==> src/rtl/uart_tx_arbiter_if.sv <==
// Requester-side and UART_Tx-side signals of the shared-transmitter arbiter.
// master = requesters + UART environment, slave = the arbiter itself.
interface uart_tx_arbiter_if #(
    parameter int NUM_REQ = 4,
    parameter int DATA_W  = 8
);
    logic [NUM_REQ-1:0]        req;
    logic [NUM_REQ-1:0]        req_lock;
    logic [NUM_REQ*DATA_W-1:0] req_data;
    logic [NUM_REQ-1:0]        gnt;
    logic                      busy;
    logic                      err;
    logic                      tx_en;
    logic [DATA_W-1:0]         tx_data;
    logic                      tx_rfn;

    modport master (
        output req, req_lock, req_data, tx_rfn,
        input  gnt, busy, err, tx_en, tx_data
    );

    modport slave (
        input  req, req_lock, req_data, tx_rfn,
        output gnt, busy, err, tx_en, tx_data
    );
endinterface

==> src/rtl/uart_tx_arbiter.sv <==
// Round-robin arbiter sharing one UART_Tx among NUM_REQ requesters, with
// per-requester packet lock and launch pacing on the transmitter's RFN flag.
module uart_tx_arbiter #(
    parameter int NUM_REQ = 4,
    parameter int DATA_W  = 8,
    parameter int TIMEOUT = 15
) (
    input logic              clk,
    input logic              rst_n,
    uart_tx_arbiter_if.slave bus
);
    localparam int IW = $clog2(NUM_REQ);
    localparam int CW = $clog2(TIMEOUT + 1);

    typedef enum logic [1:0] {IDLE, WAIT_LOW, WAIT_HIGH} state_t;

    state_t                         state, state_nx;
    logic [IW-1:0]                  ptr, ptr_nx, owner, owner_nx, win, idx;
    logic [CW-1:0]                  cnt, cnt_nx;
    logic                           found;
    logic [NUM_REQ-1:0][DATA_W-1:0] bytes;

    logic [NUM_REQ-1:0] gnt_q, gnt_nx;
    logic [DATA_W-1:0]  tx_data_q, tx_data_nx;
    logic               tx_en_q, tx_en_nx, err_q, err_nx, busy_q;

    assign bytes       = bus.req_data;
    assign bus.gnt     = gnt_q;
    assign bus.tx_en   = tx_en_q;
    assign bus.tx_data = tx_data_q;
    assign bus.err     = err_q;
    assign bus.busy    = busy_q;

    // A held lock pins the grant to the previous owner; otherwise rotate from ptr.
    always_comb begin
        win   = ptr;
        idx   = '0;
        found = 1'b0;
        if (bus.req[owner] && bus.req_lock[owner]) begin
            win = owner;
        end else begin
            for (int k = 0; k < NUM_REQ; k++) begin
                idx = ptr + IW'(k);
                if (!found && bus.req[idx]) begin
                    win   = idx;
                    found = 1'b1;
                end
            end
        end
    end

    always_comb begin
        state_nx   = state;
        ptr_nx     = ptr;
        owner_nx   = owner;
        cnt_nx     = cnt;
        gnt_nx     = '0;
        tx_en_nx   = 1'b0;
        err_nx     = 1'b0;
        tx_data_nx = tx_data_q;
        case (state)
            IDLE: begin
                if (bus.tx_rfn && |bus.req) begin
                    state_nx    = WAIT_LOW;
                    tx_en_nx    = 1'b1;
                    gnt_nx[win] = 1'b1;
                    tx_data_nx  = bytes[win];
                    owner_nx    = win;
                    ptr_nx      = win + IW'(1);
                    cnt_nx      = '0;
                end
            end
            WAIT_LOW: begin
                // RFN must fall to prove the transmitter took the byte.
                if (!bus.tx_rfn) begin
                    state_nx = WAIT_HIGH;
                    cnt_nx   = '0;
                end else if (cnt == CW'(TIMEOUT)) begin
                    state_nx = IDLE;
                    err_nx   = 1'b1;
                    cnt_nx   = '0;
                end else begin
                    cnt_nx = cnt + CW'(1);
                end
            end
            WAIT_HIGH: begin
                if (bus.tx_rfn) state_nx = IDLE;
            end
            default: state_nx = IDLE;
        endcase
    end

    always_ff @(posedge clk or negedge rst_n) begin
        if (!rst_n) begin
            state     <= IDLE;
            ptr       <= '0;
            owner     <= '0;
            cnt       <= '0;
            gnt_q     <= '0;
            tx_en_q   <= 1'b0;
            tx_data_q <= '0;
            err_q     <= 1'b0;
            busy_q    <= 1'b0;
        end else begin
            state     <= state_nx;
            ptr       <= ptr_nx;
            owner     <= owner_nx;
            cnt       <= cnt_nx;
            gnt_q     <= gnt_nx;
            tx_en_q   <= tx_en_nx;
            tx_data_q <= tx_data_nx;
            err_q     <= err_nx;
            busy_q    <= (state_nx != IDLE);
        end
    end
endmodule

==> src/flat_wrapper.sv <==
// flat-port wrapper written by rule: the top's interface ports become plain ports
module uart_tx_arbiter_flat 
#(
    parameter int NUM_REQ = 4,
    parameter int DATA_W  = 8,
    parameter int TIMEOUT = 15
)
  (clk, rst_n, bus_req, bus_req_lock, bus_req_data, bus_tx_rfn, bus_gnt, bus_busy, bus_err, bus_tx_en, bus_tx_data);
  uart_tx_arbiter_if #(.NUM_REQ(NUM_REQ), .DATA_W(DATA_W)) bus_i ();
  input logic clk;
  input logic rst_n;
  input wire logic [$bits(bus_i.req)-1:0] bus_req;
  input wire logic [$bits(bus_i.req_lock)-1:0] bus_req_lock;
  input wire logic [$bits(bus_i.req_data)-1:0] bus_req_data;
  input wire logic [$bits(bus_i.tx_rfn)-1:0] bus_tx_rfn;
  output wire logic [$bits(bus_i.gnt)-1:0] bus_gnt;
  output wire logic [$bits(bus_i.busy)-1:0] bus_busy;
  output wire logic [$bits(bus_i.err)-1:0] bus_err;
  output wire logic [$bits(bus_i.tx_en)-1:0] bus_tx_en;
  output wire logic [$bits(bus_i.tx_data)-1:0] bus_tx_data;
  assign bus_i.req = bus_req;
  assign bus_i.req_lock = bus_req_lock;
  assign bus_i.req_data = bus_req_data;
  assign bus_i.tx_rfn = bus_tx_rfn;
  assign bus_gnt = bus_i.gnt;
  assign bus_busy = bus_i.busy;
  assign bus_err = bus_i.err;
  assign bus_tx_en = bus_i.tx_en;
  assign bus_tx_data = bus_i.tx_data;
  uart_tx_arbiter #(.NUM_REQ(NUM_REQ), .DATA_W(DATA_W), .TIMEOUT(TIMEOUT)) u_core (.clk(clk), .rst_n(rst_n), .bus(bus_i));
endmodule
==> config.mk <==
export PLATFORM = sky130hd
export DESIGN_NAME = uart_tx_arbiter_flat
export DESIGN_NICKNAME = d
export VERILOG_FILES = /design/src/rtl/uart_tx_arbiter_if.sv /design/src/rtl/uart_tx_arbiter.sv /design/src/flat_wrapper.sv
export SDC_FILE = /design/constraint.sdc
export NUM_CORES = 1
export LEC_CHECK = 0
export CAP_MARGIN = 30
export CORE_ASPECT_RATIO = 0.6
export CORE_MARGIN = 5
export CORE_UTILIZATION = 40
export CTS_CLUSTER_SIZE = 20
export DETAILED_ROUTE_END_ITERATION = 12
export PLACE_DENSITY_LB_ADDON = 0.12
export SYNTH_ARGS = -nofsm -noshare
export SYNTH_HDL_FRONTEND = slang
export SYNTH_SLANG_ARGS = --single-unit
==> constraint.sdc <==
create_clock -name clk -period 4.7 [get_ports clk]
set_input_delay 0.94 -clock clk [delete_from_list [all_inputs] [get_ports clk]]
set_output_delay 0.94 -clock clk [all_outputs]
set_load 0.02 [all_outputs]
After elaboration in Yosys (flattened, before gate mapping)
Index checks and enable logic that the tools add are counted.

word-level totals
  word-level logic and storage cells = 82
  register bits = 25
  input bits = 43
  output and inout bits = 15

operators by class
  equality and inequality tests = 4
  reduce and logical (&&, ||, !) cells = 15
  muxes and demuxes = 42
  add/subtract/negate cells = 5
  $lt $le $gt $ge = 7

operator list
  cell                                                        count
  2-to-1 mux 4 bit                                            5
  less-than comparator 2 x 3 -> 1 bit, second input constant  6
  2-to-1 mux 1 bit                                            18
  binary-select mux 8 bit (select 2 bit)                      1
  2-to-1 mux 2 bit                                            8
  binary-select mux 1 bit (select 2 bit)                      6
  2-to-1 mux 8 bit                                            1
  case mux 4 bit (2 select lines)                             1
  logical AND 1 bit                                           6
  case mux 2 bit (3 select lines)                             1
  adder 2 x 1 -> 2 bit, second input constant                 2
  adder 2 bit, second input constant                          2
  adder 4 x 1 -> 4 bit, second input constant                 1
  equality test 4 bit, second input constant                  1
  AND reduction 2 bit                                         2
  nonzero test 2 bit                                          2
  OR reduction 4 bit                                          1
  zero test 1 bit                                             3
  demux 1 bit (select 2 bit)                                  1
  equality test 2 x 1 -> 1 bit, second input constant         1
  equality test 2 bit, second input constant                  1
  >= comparator 2 x 1 -> 1 bit, second input constant         1
  zero test 2 bit                                             1
  != test 2 x 1 -> 1 bit, second input constant               1

Longest topological paths before layout
  word-level depth = 22
  gate-level depth with buffers = 8

Worst setup path after synthesis
Ideal clock, no wire load.

  kind = input port to flip-flop
  start = input port bus_req[1]
  end = register u_core.tx_data_q[6] (netlist: u_core.bus.tx_data[6])
  cell stages on the path = 8
  arrival = 2169 ps
  setup time = 134 ps
  buffers on the path = 2
  required time = 4566 ps
  slack = 2396 ps
  cell sequence = buf_2 -> clkinv_1 -> a21oi_1 -> o31a_1 -> a211oi_4 -> nand2b_4 -> buf_12 -> o221ai_2

between the ends
  cells in the longest elaborated chain, start to end = 18

RTL lines
  what                                    RTL line                text
  from (decl)                             flat_wrapper.sv:12      input wire logic [$bits(bus_i.req)-1:0] bus_req;
  binary-select mux 1 bit (select 2 bit)  uart_tx_arbiter.sv:44   if (!found && bus.req[idx]) begin
  2-to-1 mux 1 bit (not written as such)  uart_tx_arbiter.sv:44
  2-to-1 mux 1 bit                        uart_tx_arbiter.sv:44
  2-to-1 mux 1 bit                        uart_tx_arbiter.sv:39   if (bus.req[owner] && bus.req_lock[owner]) begin
  zero test 1 bit                         uart_tx_arbiter.sv:44
  logical AND 1 bit                       uart_tx_arbiter.sv:44
  2-to-1 mux 1 bit                        uart_tx_arbiter.sv:44
  2-to-1 mux 1 bit                        uart_tx_arbiter.sv:39
  [... 2 more ...]                        n/a
  2-to-1 mux 1 bit                        uart_tx_arbiter.sv:44
  2-to-1 mux 1 bit                        uart_tx_arbiter.sv:39
  zero test 1 bit                         uart_tx_arbiter.sv:44
  logical AND 1 bit                       uart_tx_arbiter.sv:44
  2-to-1 mux 2 bit                        uart_tx_arbiter.sv:44
  2-to-1 mux 2 bit                        uart_tx_arbiter.sv:39
  binary-select mux 8 bit (select 2 bit)  uart_tx_arbiter.sv:67   tx_data_nx = bytes[win];
  2-to-1 mux 8 bit (not written as such)  uart_tx_arbiter.sv:67
  to (signal assigned)                    uart_tx_arbiter.sv:111  tx_data_q <= tx_data_nx;
  to (decl)                               uart_tx_arbiter.sv:24   logic [DATA_W-1:0] tx_data_q, tx_data_nx;

Several ways; a longest one is shown, not always the timed one. The select of a mux whose other input is x is not followed.
A chain may end at the register's enable or synchronous reset.

Worst setup path in the final report
  start = input port bus_req[2]
  end = register u_core.tx_data_q[7] (netlist: u_core.bus.tx_data[7])

The elaborated chain is that of the path after synthesis.

==> flow_metrics.tcl <==
set metrics [dict create \
    num_vias 1273 \
    gr-total-overflow 0 \
    antenna_cells 0 \
    max-slew-margin-rel_pct 66.1 \
    regToRegEndpoint "u_core.bus.tx_data[7]" \
    synth_fp_nets 184 \
    timing.rr.start "u_core.ptr[1]" \
    boundaryPins 58 \
    initial_core_util_pct 40.5 \
    worstPathRequired_ns 4.85 \
    powerDensity_nw_per_um2 543 \
    cpMaxStageDelayCell "clkdlybuf4s50_1" \
    dpl.hpwl_um 2930 \
    seq_area_frac_synth_pct 43.0 \
    async_flop_share_pct 100 \
    whs_ns 0.492 \
    synth_ff_type "dfrtp_1" \
    startpoint_type "input port" \
    hp-start "u_core.cnt[3]" \
    met1Wirelength_um 1760 \
    wl_met3_um 342 \
    cts_resized 0 \
    area_delta_synth_final_pct 44.5 \
    rows 17 \
    grt_usage_pct 15.9 \
    n_fill_cell 320 \
    timing.final.crit_share_pct 62.3 \
    top_layer "met4" \
    drt-total-wl_um 3760 \
    port_buffers 57 \
    rsz0062_at_grt "false" \
    ys_ff_latch 25 \
    ant_nets 0 \
    drtIter0Drc 81 \
    max_freq_mhz 342 \
    cts_buffers 3 \
    cts_setup_buffers 0 \
    drt_pass1_iterations 4 \
    leakage_nw 0.891 \
    dieArea_um2 4990 \
    wl_per_cell_um 15.5 \
    critical-path-top-delay-family "simple AND/OR/NAND/NOR gates" \
    outcome "finished clean" \
    setup_viol_count_final 0 \
    syn_area_um2 1460 \
    grt_pass1_vias 1302 \
    hold_path_depth 1 \
    hold_buffers 0 \
    crit_type "input port to flop" \
    vias_per_cell 5.26 \
    crit_chain "clkdlybuf4s50_1 > o41ai_1 > or3_1 > inv_2 > nand2_2 > o221ai_2" \
    drc 0 \
    placed_cell_area_um2 2060 \
    finalCriticalPeriod_ns 2.93 \
    min_to "u_core.cnt[3]" \
    stdcell_area_um2 2100 \
    fin_setup_tns_ns 0 \
    synth_edf_count 0 \
    final_nets 240 \
    syn-instance-count 140 \
    cp-end-kind "flop" \
    route.met2.wl_um 1650 \
    r2r_cells 6 \
    tightest_slew_ns 0.508 \
    cp_max_fo 15 \
    yosysWarningCount 0 \
    peakVddDrop_mv 0.302 \
    grt_max_degree 22 \
    syn_area_per_cell_um2 10.4 \
    reg2reg_slack_ns 2.73 \
    ys_types 43 \
    skew_ns 0.00236 \
    drv_slew 0 \
    htree_levels 1 \
    hp-class "flop to flop" \
    cp.buffers_inverters 2 \
    clk_path_buf_depth 2 \
    drive_gt1_share_pct 12.8 \
    fp.dieW_um 87.9 \
    final_util_pct 58.5 \
    cts_tree "done" \
    grt_antenna_before_repair 0 \
    cpPeakStageDelay_ns 0.56 \
    numClockSinks 25 \
    path_clk_slew_ns 0.09 \
    gp_congestion 0.834 \
    chipHeight_um 56.7 \
    grt_pass1_wl_um 6180 \
    worstSkewPairLatency_ns 0.27 \
    timing.max_cap.violations 0 \
    clockRootBuffer "clkbuf_8" \
    final-hold-violation-count 0 \
    core_um2 3590 \
    crit_arrival_ns 3.08 \
]
-- worst max path at each step --
stage / slack [ns] / cells past startpoint / end / startpoint
2_1_floorplan: 2.40 / 8 / u_core.bus.tx_data[6] / bus_req[1]
3_3_place_gp: 1.57 / 6 / u_core.bus.tx_data[1] / bus_req[2]
3_5_place_dp: 1.47 / 6 / u_core.bus.tx_data[6] / bus_req[2]
4_1_cts: 1.76 / 6 / u_core.bus.tx_data[1] / bus_req[2]
5_1_grt: 1.61 / 6 / u_core.bus.tx_data[7] / bus_req[2]
6_report: 1.77 / 6 / u_core.bus.tx_data[7] / bus_req[2]
-- cells by family after synthesis --
logic type | Yosys count | share of synthesized area [%]
buffers and inverters | 14 | 5.41
adder cells (fa/ha/maj) | 1 | 0.859
XOR/XNOR | 2 | 1.20
multiplexers | 18 | 12.4
flip-flops | 25 | 43.0
AND/OR/NAND/NOR | 44 | 14.9
AO/OA/AOI/OAI | 36 | 22.3
-- cell type report --
class	instances	area (µm²)	share of cell area, %
Timing Repair Buffer	59	593	28.2
Tap cell	47	58.8	2.79
Multi-Input combinational cell	101	756	35.9
Sequential cell	25	626	29.7
Clock inverter	1	7.51	0.357
Clock buffer	3	41.3	1.96
Inverter	6	22.5	1.07
-- sequential cells by signal, indices dropped and copies added, names as in the netlist --
signal              cells
u_core.bus.busy         1
u_core.bus.err          1
u_core.bus.gnt          4
u_core.bus.tx_data      8
u_core.bus.tx_en        1
u_core.cnt              4
u_core.owner            2
u_core.ptr              2
u_core.state            2
-- placed cells by master, fill, tap and decap left out, types with 2 or more instances in the layout --
cell and n:
inv_1 3, nor2_1 9, a22o_1 3, nor3_1 3, mux2i_1 18, a211oi_1 2, a31oi_1 2, clkbuf_8 3
a21oi_1 3, o221ai_2 8, o21ai_0 7, inv_2 2, dfrtp_1 25, clkdlybuf4s50_1 57, nand3_1 2, nand2_1 19
-- metal layers --
layer | GRT usage, % | vias to the layer above
met2 | 23.4 | 55
met4 | 2.63 | 0
met5 | 0 | -
li1 | - | 620
met3 | 6.16 | 2
met1 | 22.5 | 596
-- metrics by stage --
| stage | total power [mW] | worst slack [ns] | instances |
|---|---|---|---|
| floorplan | 0.812 | 2.40 | 140 |
| global placement | 1.00 | 1.57 | 237 |
| detailed placement | 1.02 | 1.47 | 238 |
| CTS | 1.15 | 1.76 | 242 |
| global route | 1.23 | 1.61 | 242 |
| finish | 1.14 | 1.77 | 242 |
-- power by group --
| part | total, mW | internal (mW) | switching (mW) |
|---|---|---|---|
| registers | 0.379 | 0.298 | 0.0805 |
| logic | 0.634 | 0.304 | 0.331 |
| clock network | 0.130 | 0.0601 | 0.0700 |
-- synth_stat cells, drive strengths merged, types with 2 or more instances --
cell / count / area, µm²
a221oi: 2 / 23.8
inv: 5 / 18.8
a211oi: 3 / 35.0
a21oi: 3 / 15.0
o21ai: 9 / 45.0
nand2: 20 / 77.6
nor2: 9 / 33.8
nand3: 2 / 10.0
nand2b: 2 / 20.0
o221ai: 8 / 120
buf: 7 / 52.6
mux2i: 18 / 180
nor3: 3 / 15.0
a22o: 3 / 26.3
a31oi: 2 / 12.5
dfrtp: 25 / 626
Power figures use the tool's default switching activity.
